[src/rtl/banco_registradores_pkg.sv]
// Shared constants for the banco_registradores register file slice.
// Optional build macro: REGFILE_BYPASS_EN (same-edge write forwarding to reads).
package banco_registradores_pkg;

  localparam int DEF_DATA_W = 32;
  localparam int DEF_ADDR_W = 5;
  localparam int NUM_REGS   = 2 ** DEF_ADDR_W;
  localparam int REG_ZERO   = 0;

  // True when the index names the hardwired zero register.
  function automatic logic is_reg_zero(input logic [DEF_ADDR_W-1:0] idx);
    return idx == DEF_ADDR_W'(REG_ZERO);
  endfunction

endpackage

[src/rtl/banco_registradores_if.sv]
// Decode/writeback/debug bus of the register file. The master drives indices,
// write data and control; the slave (register file) returns operands and debug data.
interface banco_registradores_if
  import banco_registradores_pkg::*;
#(
  parameter int DATA_W = DEF_DATA_W,
  parameter int ADDR_W = DEF_ADDR_W
);

  logic              RegWrite;
  logic [ADDR_W-1:0] rd;
  logic [DATA_W-1:0] WriteData;
  logic [ADDR_W-1:0] rs;
  logic [ADDR_W-1:0] rt;
  logic              LoadAB;
  logic [DATA_W-1:0] A;
  logic [DATA_W-1:0] B;
  logic [ADDR_W-1:0] DbgAddr;
  logic [DATA_W-1:0] DbgData;

  modport master (
    output RegWrite, rd, WriteData, rs, rt, LoadAB, DbgAddr,
    input  A, B, DbgData
  );

  modport slave (
    input  RegWrite, rd, WriteData, rs, rt, LoadAB, DbgAddr,
    output A, B, DbgData
  );

endinterface

[src/rtl/banco_registradores_regfile_read_port.sv]
// One combinational read port: array index, optional same-edge write
// forwarding (REGFILE_BYPASS_EN), and forcing of register 0 to zero.
module banco_registradores_regfile_read_port
  import banco_registradores_pkg::*;
#(
  parameter int DATA_W = DEF_DATA_W,
  parameter int ADDR_W = DEF_ADDR_W
) (
  input  logic [(2**ADDR_W)-1:0][DATA_W-1:0] regs,
  input  logic [ADDR_W-1:0]                  idx,
  input  logic                               wr_en,
  input  logic [ADDR_W-1:0]                  wr_addr,
  input  logic [DATA_W-1:0]                  wr_data,
  output logic [DATA_W-1:0]                  rd_val
);

  // Select stored value, optionally override with in-flight write, then force r0.
  // NOTE: rd_val gets a default first so no path through this block can infer a latch.
  always_comb begin
    rd_val = regs[idx];
`ifdef REGFILE_BYPASS_EN
    if (wr_en && (wr_addr == idx)) rd_val = wr_data;
`endif
    if (idx == ADDR_W'(REG_ZERO)) rd_val = '0;
  end

`ifndef REGFILE_BYPASS_EN
  // Write-port signals only matter when forwarding is built in.
  logic unused_wr;
  assign unused_wr = ^{wr_en, wr_addr, wr_data};
`endif

endmodule

[src/rtl/banco_registradores.sv]
// 32-entry register file with registered ALU operands A/B and a debug read port.
// Register 0 reads as zero. Build macro REGFILE_BYPASS_EN enables same-edge
// forwarding of the write port into all three read ports.
module banco_registradores
  import banco_registradores_pkg::*;
#(
  parameter int DATA_W = DEF_DATA_W,
  parameter int ADDR_W = DEF_ADDR_W,
  parameter int DBG_EN = 1
) (
  input  logic           clock,
  input  logic           reset_n,
  banco_registradores_if.slave bus
);

  localparam int NREGS = 2 ** ADDR_W;

  logic [NREGS-1:0][DATA_W-1:0] regs;
  logic [DATA_W-1:0]            a_q;
  logic [DATA_W-1:0]            b_q;
  logic [DATA_W-1:0]            a_val;
  logic [DATA_W-1:0]            b_val;
  logic [DATA_W-1:0]            dbg_val;

  banco_registradores_regfile_read_port #(.DATA_W(DATA_W), .ADDR_W(ADDR_W)) u_port_a (
    .regs    (regs),
    .idx     (bus.rs),
    .wr_en   (bus.RegWrite),
    .wr_addr (bus.rd),
    .wr_data (bus.WriteData),
    .rd_val  (a_val)
  );

  banco_registradores_regfile_read_port #(.DATA_W(DATA_W), .ADDR_W(ADDR_W)) u_port_b (
    .regs    (regs),
    .idx     (bus.rt),
    .wr_en   (bus.RegWrite),
    .wr_addr (bus.rd),
    .wr_data (bus.WriteData),
    .rd_val  (b_val)
  );

  generate
    if (DBG_EN != 0) begin : g_dbg
      banco_registradores_regfile_read_port #(.DATA_W(DATA_W), .ADDR_W(ADDR_W)) u_port_dbg (
        .regs    (regs),
        .idx     (bus.DbgAddr),
        .wr_en   (bus.RegWrite),
        .wr_addr (bus.rd),
        .wr_data (bus.WriteData),
        .rd_val  (dbg_val)
      );
    end else begin : g_no_dbg
      assign dbg_val = '0;
      logic unused_dbg;
      assign unused_dbg = ^bus.DbgAddr;
    end
  endgenerate

  // Storage and operand registers: sync reset, guarded write, LoadAB capture.
  // NOTE: the whole array is cleared on reset so no read can ever return X;
  // entry 0 is never written, so it stays at its reset value of zero.
  always_ff @(posedge clock) begin
    if (!reset_n) begin
      regs <= '0;
      a_q  <= '0;
      b_q  <= '0;
    end else begin
      if (bus.RegWrite && (bus.rd != ADDR_W'(REG_ZERO))) regs[bus.rd] <= bus.WriteData;
      if (bus.LoadAB) begin
        a_q <= a_val;
        b_q <= b_val;
      end
    end
  end

  assign bus.A       = a_q;
  assign bus.B       = b_q;
  assign bus.DbgData = dbg_val;

endmodule
[src/flat_wrapper.sv]
// flat-port wrapper written by rule: the top's interface ports become plain ports
module banco_registradores_flat import banco_registradores_pkg::*;
#(
  parameter int DATA_W = DEF_DATA_W,
  parameter int ADDR_W = DEF_ADDR_W,
  parameter int DBG_EN = 1
)
  (clock, reset_n, bus_RegWrite, bus_rd, bus_WriteData, bus_rs, bus_rt, bus_LoadAB, bus_DbgAddr, bus_A, bus_B, bus_DbgData);
  banco_registradores_if #(.DATA_W(DATA_W), .ADDR_W(ADDR_W)) bus_i ();
  input  logic clock;
  input  logic reset_n;
  input wire logic [$bits(bus_i.RegWrite)-1:0] bus_RegWrite;
  input wire logic [$bits(bus_i.rd)-1:0] bus_rd;
  input wire logic [$bits(bus_i.WriteData)-1:0] bus_WriteData;
  input wire logic [$bits(bus_i.rs)-1:0] bus_rs;
  input wire logic [$bits(bus_i.rt)-1:0] bus_rt;
  input wire logic [$bits(bus_i.LoadAB)-1:0] bus_LoadAB;
  input wire logic [$bits(bus_i.DbgAddr)-1:0] bus_DbgAddr;
  output wire logic [$bits(bus_i.A)-1:0] bus_A;
  output wire logic [$bits(bus_i.B)-1:0] bus_B;
  output wire logic [$bits(bus_i.DbgData)-1:0] bus_DbgData;
  assign bus_i.RegWrite = bus_RegWrite;
  assign bus_i.rd = bus_rd;
  assign bus_i.WriteData = bus_WriteData;
  assign bus_i.rs = bus_rs;
  assign bus_i.rt = bus_rt;
  assign bus_i.LoadAB = bus_LoadAB;
  assign bus_i.DbgAddr = bus_DbgAddr;
  assign bus_A = bus_i.A;
  assign bus_B = bus_i.B;
  assign bus_DbgData = bus_i.DbgData;
  banco_registradores #(.DATA_W(DATA_W), .ADDR_W(ADDR_W), .DBG_EN(DBG_EN)) u_core (.clock(clock), .reset_n(reset_n), .bus(bus_i));
endmodule
[config.mk]
export PLATFORM = sky130hd
export DESIGN_NAME = banco_registradores_flat
export DESIGN_NICKNAME = d
export VERILOG_FILES = /design/src/rtl/banco_registradores_pkg.sv /design/src/rtl/banco_registradores_if.sv /design/src/rtl/banco_registradores_regfile_read_port.sv /design/src/rtl/banco_registradores.sv /design/src/flat_wrapper.sv
export SDC_FILE = /design/constraint.sdc
export NUM_CORES = 2
export LEC_CHECK = 0
export ABC_CLOCK_PERIOD_IN_PS = 2700
export CELL_PAD_IN_SITES_DETAIL_PLACEMENT = 1
export CELL_PAD_IN_SITES_GLOBAL_PLACEMENT = 1
export CORE_MARGIN = 4
export CORE_UTILIZATION = 44
export DETAILED_ROUTE_END_ITERATION = 6
export GPL_ROUTABILITY_DRIVEN = 0
export PLACE_DENSITY_LB_ADDON = 0.1
export SYNTH_ARGS = -nofsm -noshare
export SYNTH_HDL_FRONTEND = slang
export SYNTH_HIERARCHICAL = 1
export SYNTH_SLANG_ARGS = --single-unit
[constraint.sdc]
create_clock -name clock -period 2.7 [get_ports clock]
set_input_delay 0.54 -clock clock [delete_from_list [all_inputs] [get_ports clock]]
set_output_delay 0.54 -clock clock [all_outputs]
set_load 0.005 [all_outputs]
==> flow_summary_export.csv <==
group,metric,value,unit
timing,worstMarginPinSlew,1.25,ns
setup_path,worstSetupPathType,"primary input to output pin",
timing,clock_skew,0.0290,ns
run_status,violations,"setup timing",
synthesis,synth_mux_area_frac,0.452,
power,power.share.clock,0.462,
floorplan,row_count,139,
power,share_comb_of_total_power,0.135,
finish,area_growth,25.3,%
power,power.switching,11100,µW
grt,antenna_found_initial,15,
detailed_routing,first_iter_violations,5795,
detailed_routing,wirelength,282000,µm
cts,clock_sinks,1088,
power,finalPower,40500,µW
synthesis,ys.flop_type,"dfxtp_1",
floorplan,die-area,0.151,mm²
finish,seqCellArea,0.0221,mm²
timing,fin_crit_sh,1.16,
grt,grt_pass1_vias,55000,
synthesis,synth_edf_count,0,
synthesis,synth.distinct_cells,37,
synthesis,synthesis.area,0.0635,mm²
synthesis,synth_seq_area_share,0.343,
timing,period_needed,3.13,ns
timing,clock.fmax,320,MHz
cts,cts_tree,"yes",
detailed_routing,drcViolationCount,0,
synthesis,synth_warnings,6,
synthesis,synthSimpleGateAreaFrac,0.0889,
cts,cts_hold_buffers,0,
detailed_routing,wl_met3,25200,µm
detailed_routing,wl_met2,125000,µm
timing,hold_viol_final,0,
finish,final_cells,8101,
power,swShare,0.274,
finish,finalNetCount,6151,
cts,htreeDepth,4,
setup_path,r2r_end,"u_core/bus.A[15]$_SDFFE_PN0P_",
grt,overflow,0,
cts,clk_pin_slew,0.05,ns
timing,rsz0062_at_grt,"true",
synthesis,syn_nets,5690,
finish,final_layout_size_suffix_gt1_frac,0.372,
finish,multi_input_area,0.0401,mm²
synthesis,synth_adder_area_share,0,
detailed_routing,wl_per_cell,34.8,µm
detailed_routing,via_count,53600,
power,power_density,509,mW/mm²
synthesis,synth-async-reset-ratio,0,
timing,maxSlewViolCount,0,
setup_path,r2r_cells,6,
detailed_routing,m1WireLength,115000,µm
synthesis,synth_cells,5634,
synthesis,synth_xor_area_frac,0,
synthesis,synth-seq-cells,1088,
detailed_routing,antenna_left,0,
timing,setup_violations,32,
power,p_leak,0.0322,µW
placed_design,post-place-cells,7754,
detailed_routing,drt_first_pass_iters,5,
floorplan,start_util,0.443,
synthesis,synth_top_family_by_area,"multiplexers",
power,p_int,29500,µW
finish,post-route-util,0.555,
setup_path,cp.required,2.16,ns
power,seq_power_share,0.403,
placed_design,portBuffers,151,
finish,fillCellCount,14500,
setup_path,reg2reg_slack,0.38,ns
setup_path,end_kind,"output pin",
finish,layout_commonest_cell,"mux2i_1",
detailed_routing,maxUsedRoutingLayer,"met5",
cts,cts_root_buf,"clkbuf_16",
job,cap_violations,0,
floorplan,io_pins,152,
min_path,hp-class,"primary input to register",
grt,grt_pass1_wl,403000,µm
setup_path,cp.arrival,2.59,ns
finish,final_area,0.0796,mm²
min_path,worstHoldPathCells,3,
cts,clk_latency,0.79,ns
floorplan,die_height,388,µm
detailed_routing,avgViaCountPerCell,6.62,
setup_path,r2r_start,"u_core/regs[879]$_SDFFE_PN0P_",
finish,final_cell_mix,"mux2i_1 (1239), nand2_1 (1073), dfxtp_1 (863), mux4_2 (672), buf_4 (559)",
grt,grt_max_degree,100,
min_path,hold_start,"reset_n",
placed_design,dpl-instance-area,0.0722,mm²
timing,relSlewSlack,0.164,
min_path,min_to,"u_core/regs[430]$_SDFFE_PN0P_",
cts,numCtsBuffers,134,
cts,cts_max_path_buffers,3,
grt,track_usage,0.365,
power,ir_drop,0.565,mV
synthesis,synth-compound-area-share,0.0632,
run_status,status,"finished, violations left",
setup_path,crit_path_start_kind,"primary input",
setup_path,cp_max_fo,8,
floorplan,core-area,0.143,mm²
timing,layout_setup_ws,-0.428,ns
placed_design,place_hpwl,181000,µm
synthesis,syn_avg_cell_area,11.3,µm²
floorplan,die_x,388,µm
-- logic make-up (layout without fill, tap and decap cells) --
| group | Yosys count | in the layout |
|---|---|---|
| simple gates | 1336 | 1336 |
| other cells | 0 | 3 |
| flops | 1088 | 1088 |
| buf+inv | 642 | 1203 |
| mux | 2016 | 2016 |
| compound gates | 552 | 552 |
-- metal layers --
| layer | vias up | GRT usage |
|---|---|---|
| met5 | - | 0 |
| met4 | 14 | 0.189 |
| met3 | 801 | 0.0799 |
| met2 | 2808 | 0.554 |
| met1 | 28000 | 0.490 |
| li1 | 22100 | - |
-- cell usage after synthesis, types with 4 or more instances --
master	count	area [µm²]
o2111ai_1	24	210
a22oi_1	96	721
and2_1	35	219
clkbuf_1	305	1140
a211oi_1	96	721
mux4_2	672	15100
dfxtp_1	1088	21800
a221oi_1	72	631
clkbuf_4	9	67.6
buf_6	57	642
o21ai_1	159	796
a311oi_2	6	90.1
nor2b_1	165	1030
nor2_1	22	82.6
nand2b_1	5	31.3
buf_1	7	26.3
nand3_1	4	20.0
buf_4	60	450
mux2i_1	1248	12500
o21ai_0	6	30.0
buf_2	195	976
mux2_2	96	1080
a311oi_1	90	788
nand2_1	1084	4070
-- worst max-delay path by stage --
stage                                              from              end  slack, ns
final                                    bus_DbgAddr[3]  bus_DbgData[14]      -0.43
after CTS                 u_core/regs[494]$_SDFFE_PN0P_  bus_DbgData[14]      -0.37
after floorplan                          bus_DbgAddr[0]  bus_DbgData[10]       0.32
after global routing       u_core/regs[44]$_SDFFE_PN0P_  bus_DbgData[12]      -0.38
after detailed placement                 bus_DbgAddr[0]  bus_DbgData[11]      -1.19
after global placement                   bus_DbgAddr[0]  bus_DbgData[11]      -1.20
-- timing repair --
action	CTS	global route
cloned	7	1
gates resized for setup	589	123
pin swaps	85	67
setup endpoints to repair	32	32
setup buffers	105	31
-- power by group through the flow --
stage	Combinational [µW]	Clock (µW)	Sequential, µW
detailed placement	5030	0	16700
finish	5470	18700	16400
floorplan	2500	0	16700
CTS	5330	18900	16400
global placement	4990	0	16700
global route	5600	19600	16400
-- worst max-delay path: stages --
cell      delay, ns
buf_4          0.22
buf_6          0.23
nor2b_4        0.30
buf_12         0.23
a22oi_2        0.12
a311oi_4       0.61
buf_6          0.21
buf_6          0.09
-- area by class of cell --
class,count,area share
flip-flops and latches,1088,0.277
clock buffers,191,0.0489
diodes,3,0.0000943
repair buffers,964,0.133
well taps,1903,0.0299
multi-input cells,3904,0.504
clock inverters,45,0.00698
inverters,3,0.000236
-- sequential cells by signal (all words and copies together), names as in the netlist --
| name | count |
|---|---|
| u_core/regs | 1024 |
| u_core/bus.A | 32 |
| u_core/bus.B | 32 |
-- stage by stage --
| stage | setup TNS (ns) | hold WS [ns] | setup slack (ns) |
|---|---|---|---|
| finish | -6.24 | 0.234 | -0.428 |
| global route | -7.02 | 0.258 | -0.382 |
| CTS | -6.75 | 0.241 | -0.372 |
| detailed placement | -31.99 | 0.471 | -1.19 |
| global placement | -31.18 | 0.462 | -1.20 |
| floorplan | 0 | 0.451 | 0.323 |
(Power assumes the default switching activity.)
